[config.mk]
export PLATFORM = sky130hd
export DESIGN_NAME = clock_switch_ctrl_m
export DESIGN_NICKNAME = d
export VERILOG_FILES = /design/src/rtl/clock_switch_pkg.sv /design/src/rtl/sync_bit_m.sv /design/src/rtl/clock_switch_ctrl_m.sv
export SDC_FILE = /design/constraint.sdc
export NUM_CORES = 1
export LEC_CHECK = 0
export CAP_MARGIN = 20
export CORE_UTILIZATION = 60
export CTS_BUF_LIST = sky130_fd_sc_hd__clkbuf_8 sky130_fd_sc_hd__clkbuf_16
export CTS_CLUSTER_DIAMETER = 40
export DETAILED_ROUTE_END_ITERATION = 8
export PLACE_DENSITY_LB_ADDON = 0.12
export REMOVE_ABC_BUFFERS = 1
export SETUP_SLACK_MARGIN = 0.5
export SLEW_MARGIN = 20
export SYNTH_ARGS = -nofsm -noshare
export SYNTH_HDL_FRONTEND = slang
export SYNTH_SLANG_ARGS = --single-unit
[constraint.sdc]
create_clock -name ck_ip -period 4.6 [get_ports ck_ip]
set_clock_uncertainty 0.05 [all_clocks]
set_input_delay 1.38 -clock ck_ip [delete_from_list [all_inputs] [get_ports ck_ip]]
set_output_delay 1.38 -clock ck_ip [all_outputs]
set_load 0.02 [all_outputs]
[src/rtl/clock_switch_pkg.sv]
// Shared definitions for the CPU clock-switch initiator: state encoding and counter width.
package clock_switch_pkg;

  localparam int CSW_CNT_W = 8;

  typedef enum logic [1:0] {
    CSW_HS_RUN = 2'd0,
    CSW_TO_LS  = 2'd1,
    CSW_LS_RUN = 2'd2,
    CSW_TO_HS  = 2'd3
  } csw_state_t;

endpackage

[src/rtl/sync_bit_m.sv]
// Multi-flop synchronizer for one asynchronous status bit; the chain resets to 0.
module sync_bit_m #(
  parameter int STAGES = 2
) (
  input  logic ck_ip,
  input  logic reset_ip,
  input  logic d_ip,
  output logic q_op
);

  logic [STAGES-1:0] chain;

  always_ff @(posedge ck_ip) begin
    if (reset_ip) chain <= '0;
    else          chain <= {chain[STAGES-2:0], d_ip};
  end

  assign q_op = chain[STAGES-1];

endmodule

[src/rtl/clock_switch_ctrl_m.sv]
// Initiator side of the clock_switch_m handshake: picks HS/LS clock from the address decode
// and stalls the 65816 through RDY while a clock change is in flight.
module clock_switch_ctrl_m
  import clock_switch_pkg::*;
#(
  parameter int SYNC_STAGES    = 2,
  parameter int HOLD_LS_CYCLES = 4,
  parameter int TIMEOUT_CYCLES = 255
) (
  input  logic       ck_ip,
  input  logic       reset_ip,
  input  logic       hs_allow_ip,
  input  logic       valid_ip,
  input  logic       slow_req_ip,
  input  logic       selected_hs_ip,
  input  logic       selected_ls_ip,
  output logic       select_hs_op,
  output logic       rdy_op,
  output logic       hs_active_op,
  output logic       timeout_err_op,
  output csw_state_t dbg_state_op
);

  if (SYNC_STAGES < 2) begin : g_bad_sync
    $error("SYNC_STAGES must be at least 2");
  end
  if (HOLD_LS_CYCLES < 1 || HOLD_LS_CYCLES > 255) begin : g_bad_hold
    $error("HOLD_LS_CYCLES must be in 1..255");
  end
  if (TIMEOUT_CYCLES < 1 || TIMEOUT_CYCLES > 255) begin : g_bad_tmo
    $error("TIMEOUT_CYCLES must be in 1..255");
  end

  localparam logic [CSW_CNT_W-1:0] HOLD_RLD = CSW_CNT_W'(HOLD_LS_CYCLES);
  localparam logic [CSW_CNT_W-1:0] TMO_MAX  = CSW_CNT_W'(TIMEOUT_CYCLES);

  csw_state_t           state_q, state_d;
  logic [CSW_CNT_W-1:0] hold_q, hold_d;
  logic [CSW_CNT_W-1:0] tmo_q, tmo_d, tmo_inc;
  logic                 err_q, err_d;
  logic                 hs_active_q;
  logic                 sync_hs, sync_ls, hs_ok, ls_ok;
  logic                 slow, fast, tmo_hit, in_switch;

  sync_bit_m #(.STAGES(SYNC_STAGES)) u_sync_hs (
    .ck_ip    (ck_ip),
    .reset_ip (reset_ip),
    .d_ip     (selected_hs_ip),
    .q_op     (sync_hs)
  );

  sync_bit_m #(.STAGES(SYNC_STAGES)) u_sync_ls (
    .ck_ip    (ck_ip),
    .reset_ip (reset_ip),
    .d_ip     (selected_ls_ip),
    .q_op     (sync_ls)
  );

  // Both status bits low (or both high) mean the switch is between clocks: neither is ok.
  assign hs_ok     = sync_hs & ~sync_ls;
  assign ls_ok     = sync_ls & ~sync_hs;
  assign slow      = valid_ip & slow_req_ip;
  assign fast      = valid_ip & ~slow_req_ip;
  assign in_switch = (state_q == CSW_TO_LS) || (state_q == CSW_TO_HS);
  assign tmo_inc   = tmo_q + 1'b1;
  assign tmo_hit   = (tmo_inc == TMO_MAX);

  always_ff @(posedge ck_ip) begin
    if (reset_ip) begin
      state_q     <= CSW_LS_RUN;
      hold_q      <= HOLD_RLD;
      tmo_q       <= '0;
      err_q       <= 1'b0;
      hs_active_q <= 1'b0;
    end else begin
      state_q     <= state_d;
      hold_q      <= hold_d;
      tmo_q       <= tmo_d;
      err_q       <= err_d;
      hs_active_q <= (state_d == CSW_HS_RUN);
    end
  end

  always_comb begin
    state_d = state_q;
    err_d   = err_q;
    case (state_q)
      CSW_HS_RUN: if (slow || !hs_allow_ip) state_d = CSW_TO_LS;
      CSW_TO_LS: begin
        if (ls_ok) begin
          state_d = CSW_LS_RUN;
        end else if (tmo_hit) begin
          state_d = CSW_LS_RUN;
          err_d   = 1'b1;
        end
      end
      // A latched timeout blocks any further HS request until reset.
      CSW_LS_RUN: if (hold_q == '0 && hs_allow_ip && !slow && !err_q) state_d = CSW_TO_HS;
      CSW_TO_HS: begin
        if (hs_ok && hs_allow_ip) begin
          state_d = CSW_HS_RUN;
        end else if (tmo_hit) begin
          state_d = CSW_TO_LS;
          err_d   = 1'b1;
        end else if (!hs_allow_ip) begin
          state_d = CSW_TO_LS;
        end
      end
      default: state_d = CSW_LS_RUN;
    endcase

    if (state_d != state_q) tmo_d = '0;
    else if (in_switch)     tmo_d = tmo_inc;
    else                    tmo_d = tmo_q;

    hold_d = hold_q;
    if (state_d == CSW_LS_RUN && state_q != CSW_LS_RUN) hold_d = HOLD_RLD;
    else if (state_q == CSW_LS_RUN && slow)             hold_d = HOLD_RLD;
    else if (state_q == CSW_LS_RUN && fast && hold_q != '0) hold_d = hold_q - 1'b1;
  end

  // select_hs_op is the request to the switch; rdy_op stays low until the synchronized status
  // confirms the requested clock, and drops in the same cycle as a slow access seen in HS_RUN.
  always_comb begin
    select_hs_op = 1'b0;
    rdy_op       = 1'b1;
    case (state_q)
      CSW_HS_RUN: begin select_hs_op = 1'b1; rdy_op = ~slow; end
      CSW_TO_LS:  begin select_hs_op = 1'b0; rdy_op = 1'b0;  end
      CSW_LS_RUN: begin select_hs_op = 1'b0; rdy_op = 1'b1;  end
      CSW_TO_HS:  begin select_hs_op = 1'b1; rdy_op = 1'b0;  end
      default:    begin select_hs_op = 1'b0; rdy_op = 1'b1;  end
    endcase
  end

  assign hs_active_op   = hs_active_q;
  assign timeout_err_op = err_q;
  assign dbg_state_op   = state_q;

endmodule

==> results.yml <==
global_routing:
  grt_pass1_wl_um: 5150
  grt_antenna_before_repair: 0
  grt.busiest_layer: "met2"
  met1_usage: 0.310
  grt_util_met2: 0.461
  grt_max_degree: 15
  grtUsageMet3: 0.0446
  track_usage: 0.260
  grt_pass1_vias: 1208
  grt_remaining_overflow: 0
power_and_ir_drop:
  combPwrFrac: 0.471
  p_seq_frac: 0.317
  intPower_uw: 521
  p_clk_frac: 0.212
  power.density_mw_per_mm2: 524
  power.leakage_uw: 0.000598
  swShare: 0.397
  switching_power_uw: 344
  irDropWorstVdd_mv: 0.604
route:
  ant_nets: 0
  vias: 1270
  wl_per_cell_um: 14.3
  routed_wl_um: 3010
  drt_first_pass_iters: 4
  drc: 0
  vias_per_cell: 6.02
  first_iter_violations: 31
die:
  io_pins: 13
  floorplan.initialDensity: 0.648
  num_rows: 17
  die_w_um: 51.1
  die_y_um: 51.1
  die_area_mm2: 0.00261
  core_area_mm2: 0.00223
synthesis:
  synth.distinct_cells: 44
  syn-cell-area_mm2: 0.00145
  synthCells: 171
  synth_edf_count: 0
  async_flop_share: 0
  synthFlopType: "dfxtp_1"
  synth.area.mux_share: 0
  synth_simple_gate_area_frac: 0.284
  ys_seq_elements: 24
  synth_warnings: 0
  synth-compound-area-share: 0.188
  synth-adder-area-share: 0.0691
  yosysSeqAreaShare: 0.332
  synthXorXnorAreaFrac: 0.0847
  synth_top_family_by_area: "simple AND/OR/NAND/NOR gates"
  synth_area_per_cell_um2: 8.47
clocking:
  cts.sinks: 24
  htree_levels: 1
  cts_tree: "built"
  insertion_delay_ns: 0.26
  post_cts.repair.setup_buffers: 0
  clockRootBuffer: "clkbuf_8"
  cts_buffer_depth: 2
  clk_pin_slew_ns: 0.08
  cts_made_buffers: 3
run:
  drv_cap: 0
cells_and_area:
  instances_no_fill: 211
  fin_util: 0.739
  final_cell_area_mm2: 0.00165
  antennaDiodeCount: 0
  fillCellCount: 163
  synthToLayoutAreaGrowth_pct: 14.0
  drive_gt1_frac: 0.0710
  fin_nets: 199
timing:
  hold_viol_final: 0
  rsz0062_at_grt: "no"
  fmax_mhz: 270
  finalSetupViolations: 0
  hold_slack_ns: 0.396
  slew_violations: 0
  fin_crit_sh: 0.806
  fin_tns_setup_ns: 0
  max_slew_margin: 0.538
  worstMarginPinSlew_ns: 0.692
  period_needed_ns: 3.71
hold_path:
  hp-class: "register to register"
  whs_path_depth: 1
critical_path:
  reg2reg_depth: 8
  crit_path_end_kind: "primary output"
  cp.required_ns: 3.17
  start_kind: "input pin"
  critPathMaxFanout: 4
  reg2reg_slack_ns: 1.79
  crit_type: "input pin to primary output"
  cp_data_arrival_time_ns: 2.28
status:
  status: "finished clean"
placed_design:
  dp_hpwl_um: 2220
  place_area_mm2: 0.00158
  globalplace.congestion: 0.877
  port_buffers: 12
  dp_cells: 207
layer usage:
metal | vias up | routed length [um]
met2 | 46 | 1470
met3 | 14 | 140
li1 | 633 | -
met4 | 0 | 83
met1 | 577 | 1320
met5 | - | 0
final cells by class:
cell class	count	area [um2]	area share
Timing Repair Buffer	12	123	0.0743
Multi-Input combinational cell	134	907	0.550
Tap cell	28	35.0	0.0212
Inverter	9	33.8	0.0205
Sequential cell	24	480	0.291
Clock buffer	3	41.3	0.0250
Clock inverter	1	30.0	0.0182
Yosys cell counts (all sizes together) (2+ instances only):
| cell | n | area (um2) |
|---|---|---|
| a41oi | 2 | 25.0 |
| ha | 8 | 100 |
| and3 | 2 | 12.5 |
| nor2 | 16 | 60.1 |
| nand4 | 2 | 12.5 |
| nor2b | 7 | 43.8 |
| a31oi | 3 | 18.8 |
| xor2 | 5 | 43.8 |
| and4b | 2 | 20.0 |
| nand3 | 4 | 20.0 |
| nand3b | 2 | 15.0 |
| nor4 | 2 | 12.5 |
| nor3 | 12 | 60.1 |
| or2 | 2 | 12.5 |
| dfxtp | 24 | 480 |
| buf | 3 | 21.3 |
| a21oi | 10 | 50.1 |
| inv | 9 | 33.8 |
| o21ai | 6 | 30.0 |
| nand2 | 19 | 71.3 |
| or4 | 2 | 18.8 |
| xnor2 | 9 | 78.8 |
| or3 | 2 | 12.5 |
| a21boi | 2 | 15.0 |
| o2111ai | 2 | 23.8 |
power by group through the flow:
stage / combinational (uW) / sequential [uW] / clock, uW
2_1_floorplan: 273 / 283 / 0
3_3_place_gp: 391 / 274 / 0
3_5_place_dp: 401 / 277 / 0
4_1_cts: 406 / 272 / 186
5_1_grt: 443 / 278 / 195
6_report: 407 / 274 / 183
placed cells by master (no fill, tap or decap), types with 3 or more instances in the layout:
| master | n |
|---|---|
| inv_1 | 9 |
| nand2_1 | 19 |
| nor2b_1 | 7 |
| a31oi_1 | 3 |
| xnor2_1 | 9 |
| clkbuf_8 | 3 |
| ha_1 | 8 |
| clkdlybuf4s50_1 | 11 |
| nor2_1 | 16 |
| o21ai_0 | 6 |
| nor3_1 | 12 |
| a21oi_1 | 10 |
| xor2_1 | 5 |
| nand3_1 | 4 |
| dfxtp_1 | 24 |
flip-flops by register name, indices dropped and copies added (netlist names):
signal           cells
dbg_state_op         2
hold_q               8
hs_active_op         1
timeout_err_op       1
tmo_q                8
u_sync_hs.chain      2
u_sync_ls.chain      2
worst max-delay path, stage by stage:
cell,delay [ns]
clkdlybuf4s50_1,0.47
nand2_1,0.10
nand2_1,0.08
nand2_1,0.04
dlymetal6s2s_1,0.20
worst paths after layout:
check	start	to
setup / recovery	valid_ip	rdy_op
hold / removal	u_sync_ls.chain[0]	u_sync_ls.chain[1]
setup reg to reg	dbg_state_op[0]	tmo_q[3]
hold reg to reg	u_sync_ls.chain[0]	u_sync_ls.chain[1]
stage by stage:
step	power (uW)	worst slack, ns
after global placement	665	0.548
after CTS	864	0.523
final	864	0.894
after floorplan	555	1.50
after global routing	915	0.817
after detailed placement	678	0.527
cells by family after synthesis:
| kind of cell | count (synthesis) |
|---|---|
| XOR/XNOR | 14 |
| adder cells (fa/ha/maj) | 8 |
| buffers and inverters | 13 |
| flip-flops | 24 |
| AND/OR/NAND/NOR | 77 |
| AO/OA/AOI/OAI | 35 |
repair_timing:
item / 4_1_cts / 5_1_grt
resized for setup: 0 / 1
endpoints found under the setup margin: 0 / 1
hold buffers: 0 / 0
Note: power is estimated with default switching activity, not from simulation.
